===== src/rtl/serial_frame_rx.sv =====
// Framed serial receiver: start bit, DATA_W data bits, optional even parity, stop bit.
// Optional parity bit enabled by defining SERIAL_RX_PARITY_EN.
module serial_frame_rx #(
  parameter int unsigned DATA_W    = 4,
  parameter bit          MSB_FIRST = 1'b1
) (
  input  logic              clk,
  input  logic              rst_n,
  input  logic              sin,
  output logic [DATA_W-1:0] out_data,
  output logic              out_valid,
  input  logic              out_ready,
  output logic              busy,
  output logic              frame_err,
  output logic              parity_err,
  output logic              overrun,
  input  logic              ovr_clr
);

  localparam int unsigned      CNT_W = (DATA_W > 1) ? $clog2(DATA_W) : 1;
  localparam logic [CNT_W-1:0] LAST  = CNT_W'(DATA_W - 1);

`ifdef SERIAL_RX_PARITY_EN
  typedef enum logic [2:0] {S_IDLE, S_DATA, S_PARITY, S_STOP, S_RECOVER} state_t;
`else
  typedef enum logic [1:0] {S_IDLE, S_DATA, S_STOP, S_RECOVER} state_t;
`endif

  state_t            state;
  logic [CNT_W-1:0]  cnt;
  logic [DATA_W-1:0] shreg;
  logic [DATA_W-1:0] shift_next;
  logic [DATA_W:0]   ext;
  logic              word_ok;

  // Concatenate then slice so the shift also works for DATA_W == 1.
  always_comb begin
    ext        = '0;
    shift_next = shreg;
    if (MSB_FIRST) begin
      ext        = {shreg, sin};
      shift_next = ext[DATA_W-1:0];
    end else begin
      ext        = {sin, shreg};
      shift_next = ext[DATA_W:1];
    end
  end

`ifdef SERIAL_RX_PARITY_EN
  logic par_bad;
  assign word_ok = ~par_bad;
`else
  assign word_ok    = 1'b1;
  assign parity_err = 1'b0;
`endif

  always_ff @(posedge clk or negedge rst_n) begin
    if (!rst_n) begin
      state      <= S_IDLE;
      cnt        <= '0;
      shreg      <= '0;
      out_data   <= '0;
      out_valid  <= 1'b0;
      busy       <= 1'b0;
      frame_err  <= 1'b0;
      overrun    <= 1'b0;
`ifdef SERIAL_RX_PARITY_EN
      parity_err <= 1'b0;
      par_bad    <= 1'b0;
`endif
    end else begin
      frame_err  <= 1'b0;
`ifdef SERIAL_RX_PARITY_EN
      parity_err <= 1'b0;
`endif
      if (out_valid && out_ready) out_valid <= 1'b0;
      if (ovr_clr)                overrun   <= 1'b0;

      case (state)
        S_IDLE: begin
          if (!sin) begin
            state <= S_DATA;
            cnt   <= '0;
            busy  <= 1'b1;
          end
        end
        S_DATA: begin
          shreg <= shift_next;
          cnt   <= cnt + 1'b1;
          if (cnt == LAST) begin
`ifdef SERIAL_RX_PARITY_EN
            state <= S_PARITY;
`else
            state <= S_STOP;
`endif
          end
        end
`ifdef SERIAL_RX_PARITY_EN
        S_PARITY: begin
          par_bad <= (^shreg) ^ sin;
          state   <= S_STOP;
        end
`endif
        S_STOP: begin
`ifdef SERIAL_RX_PARITY_EN
          parity_err <= par_bad;
`endif
          if (sin) begin
            state <= S_IDLE;
            busy  <= 1'b0;
            // A load on the draining edge overrides the handshake clear above.
            if (word_ok) begin
              if (!out_valid || out_ready) begin
                out_data  <= shreg;
                out_valid <= 1'b1;
              end else begin
                overrun <= 1'b1;
              end
            end
          end else begin
            state     <= S_RECOVER;
            frame_err <= 1'b1;
          end
        end
        S_RECOVER: begin
          if (sin) begin
            state <= S_IDLE;
            busy  <= 1'b0;
          end
        end
        default: begin
          state <= S_IDLE;
          busy  <= 1'b0;
        end
      endcase
    end
  end

endmodule


===== config.mk =====
export PLATFORM = sky130hd
export DESIGN_NAME = serial_frame_rx
export DESIGN_NICKNAME = d
export VERILOG_FILES = /design/src/rtl/serial_frame_rx.sv
export SDC_FILE = /design/constraint.sdc
export NUM_CORES = 1
export LEC_CHECK = 0
export CORE_ASPECT_RATIO = 0.8
export CORE_UTILIZATION = 38
export DETAILED_ROUTE_END_ITERATION = 10
export PLACE_DENSITY = 0.68
export SLEW_MARGIN = 20
export SYNTH_ARGS = -nofsm -noshare
export SYNTH_HDL_FRONTEND = slang
export SYNTH_SLANG_ARGS = --single-unit

===== constraint.sdc =====
create_clock -name clk -period 2.5 [get_ports clk]
set_input_delay 0.25 -clock clk [delete_from_list [all_inputs] [get_ports clk]]
set_output_delay 0.25 -clock clk [all_outputs]
set_load 0.05 [all_outputs]

==> reports/summary.md <==
For this block, the via count after detailed routing is 384. The run finished with clean final reports. After synthesis, the netlist uses 18 different library cells. The layout cell share with drive strength beyond 1 is 0.219. The growth of design area from synthesis to finish was 26.4%.

For the max-cap violation count, the log shows 0. After detailed routing, the average wire length per cell comes to 11.7 um. TritonCTS built the clock tree.

The final max-slew violation count is 0, and the minimum clock period is 1.72 ns. By area the synthesized netlist is led by sky130_fd_sc_hd__dfrtp_1 62%, sky130_fd_sc_hd__mux2_2 14%, sky130_fd_sc_hd__o21ai_0 3.1%. The tools report the number of instances in the synthesized netlist as 50. The floorplan has 12 rows. For this design the ratio of total power to cell area is 1290 mW/mm2. In the final layout, the multi-input gates occupy 220 um2. The floorplan step set the die width to 48.0 um. Counting the buffers created by CTS gives 3.

The global-route usage over all layers was 0.135. The maximum VDD drop is 635 uV. The logs give 0.548 for the share of the core filled with cells and 1.07 ns for the minimum setup slack among reg-to-reg paths.

The worst setup path is launched from a flip-flop. In this run the tool buffered the top-level ports with 12 buffer cells. The path class of the tightest hold or removal check is input pin to async pin.

The fraction of the yosys area taken by sequential cells was 0.621; the area share of the largest cell type after synthesis was 0.621. When the netlist entered floorplanning its net count stood at 56. Each instance of the synthesized netlist takes up on average 12.9 um2. The worst slew margin relative to its limit is 0.536. Setup repair after global routing left no endpoint under its margin.

The sequential standard cell area came out at 400 um2. The logs give 17 for the largest net degree at the start of global routing and 0 for the number of antenna violations at the first check in global routing. The library cell with the largest summed area after synthesis was sky130_fd_sc_hd__dfrtp_1. The logs give 0 for the count of nets left with antenna violations after detail routing and 0 for the sum of overflow across all layers after global routing. Setup violations remaining at the end of the flow were counted as 0. The capturing element type of the critical path was an output pin. The tools report the number of buffers added to fix hold violations after cts as 0. Dividing the detail-routed via count by the number of cells gives 4.52. The area of the die is 0.00187 mm2. The clock arrives with 0.00239 ns of skew. Based on the critical path, the design can be clocked at up to 580 MHz. Of all nets on the critical path, the largest fanout is 3. The total of fill cells in the finished design was 127; the initial cell density of the core was 0.434. The count of buffer and inverter cells on the critical path works out to 1. The region available for standard cell placement spans 0.00149 mm2.

Post-CTS timing repair inserted 0 buffers for setup. The logs give 1.55 mm for the global-route wire length before repair and 2 for the length of the first detailed-routing pass in iterations. The clock latency at the later pin of the worst-skew pair is 0.28 ns, and the transition time at the pin with the least slew margin is 0.694 ns. The tools report the data arrival time of the worst path as 1.47 ns. The clock drives 16 sinks.

For the netlist area before placement, the log shows 644 um2. Yosys printed 0 warnings. Traced cell by cell, the critical path runs through clkdlybuf4s50_1. The required arrival time at the worst endpoint is 2.25 ns. Clock-pin slew was measured on the worst setup and hold paths at 0.09 ns.

For this block, the routed nets add up to 998 um of wire. In this run, post-CTS repair resized a total of 0 instances. Number of endpoints with negative hold slack in the final report: 0. For this run, the slowest stage of the critical path takes 0.81 ns. In this design, the largest share of critical-path delay is due to buffers and inverters. After detailed routing, the number of remaining DRC violations is 0.

In this run, synthesis produced a sequential element count of 16. The tools report the number of I/O pins as 14. The root buffer cell chosen for the clock tree is sky130_fd_sc_hd__clkbuf_4. The tools report the via count of the first global-routing pass as 339. The die boundary height works out to 38.8 um. In this run the static leakage power is 0.374 nW.

The tools report the deepest level of the CTS H-tree as 1. The DRC marker count from the first detailed-route iteration was 7; the weighted congestion reported at the end of routability-driven placement was 0.742. For this run, the post-layout net count is 71. The maximum clock path buffer count is 2, and the final total negative setup slack is 0 ns. The critical path in this run is classified as flip-flop to output pin.

The tools report the final HPWL from detailed placement as 693 um. The share of the clock period used by the worst path after layout works out to 0.690. Critical-path cell with the highest stage delay: sky130_fd_sc_hd__clkdlybuf4s50_1. The number of antenna diodes in the final layout is 0.
## final timing paths
path / startpoint / cells past startpoint / end
worst max register to register: state[1]$_DFFE_PN0P_ / 2 / shreg[1]$_DFFE_PN0P_
max in group asynchronous: rst_n / 1 / out_data[0]$_DFFE_PN0P_
worst max-delay path: busy$_DFFE_PN0P_ / 1 / busy
min in group clk: cnt[0]$_DFFE_PN0P_ / 1 / cnt[0]$_DFFE_PN0P_
worst min-delay path: rst_n / 1 / state[0]$_DFFE_PN0P_
worst min register to register: cnt[0]$_DFFE_PN0P_ / 1 / cnt[0]$_DFFE_PN0P_
## report_power, final
group / switching [W] / leakage (nW) / total [W] / internal (W)
clock network: 0.0000739 / 0.0210 / 0.000162 / 0.0000885
registers: 0.0000799 / 0.197 / 0.000445 / 0.000365
logic: 0.000255 / 0.156 / 0.000445 / 0.000190
total: 0.000409 / 0.374 / 0.00105 / 0.000643
## synthesized netlist by cell type, drive strengths merged
| master | n |
|---|---|
| nand2 | 4 |
| o22ai | 1 |
| o2bb2ai | 1 |
| buf | 2 |
| inv | 3 |
| nand3b | 1 |
| nand2b | 1 |
| ha | 1 |
| dfrtp | 16 |
| a21boi | 1 |
| mux2 | 8 |
| nor2 | 2 |
| nor2b | 3 |
| o21ai | 4 |
| conb | 1 |
| nor3 | 1 |
## kinds of logic after synthesis
group	share of synthesized area
mux	0.140
other cells	0.00582
buf+inv	0.0369
compound gates	0.0660
flops	0.621
simple gates	0.111
fa+ha+maj	0.0194
## layout by cell type, fill, tap and decap left out, types with 2 or more instances in the layout
cell type	n
sky130_fd_sc_hd__clkbuf_4	3
sky130_fd_sc_hd__clkdlybuf4s50_1	12
sky130_fd_sc_hd__dfrtp_1	16
sky130_fd_sc_hd__inv_1	3
sky130_fd_sc_hd__mux2_2	8
sky130_fd_sc_hd__nand2_1	4
sky130_fd_sc_hd__nor2_1	2
sky130_fd_sc_hd__nor2b_1	2
sky130_fd_sc_hd__o21ai_0	4
## per-layer routing
metal	vias to the layer above	GRT usage	wire length, um
met5	-	0	0
met4	0	0.0625	0
met3	0	0.0701	52
met2	14	0.155	356
met1	175	0.200	589
li1	195	-	-
## worst reg2reg max path, stage by stage (launching register included)
cell	delay, ns
sky130_fd_sc_hd__dfrtp_1	0.46
sky130_fd_sc_hd__nor2b_1	0.46
sky130_fd_sc_hd__mux2_2	0.40
## cell type report
type | instances | area share
flip-flops and latches | 16 | 0.492
clock buffers | 4 | 0.0445
inverters | 3 | 0.0138
repair buffers | 12 | 0.147
multi-input cells | 29 | 0.270
well taps | 21 | 0.0323
## state kept, by name, summed over array words and instances, names as in the netlist
name,count
out_valid,1
frame_err,1
shreg,4
out_data,4
cnt,2
busy,1
state,2
overrun,1
## per-stage QoR
| stage | hold slack [ns] | setup slack [ns] | instances | cell area [um2] | power [W] |
|---|---|---|---|---|---|
| after floorplan | -0.0456 | 1.13 | 50 | 644 | 0.000760 |
| after detailed placement | 0.493 | 0.838 | 81 | 778 | 0.000892 |
| after global routing | 0.438 | 0.717 | 85 | 815 | 0.00112 |
| after CTS | 0.393 | 0.757 | 85 | 815 | 0.00106 |
| after global placement | 0.481 | 0.873 | 81 | 778 | 0.000885 |
| final | 0.387 | 0.775 | 85 | 815 | 0.00105 |
(Power assumes the default switching activity.)
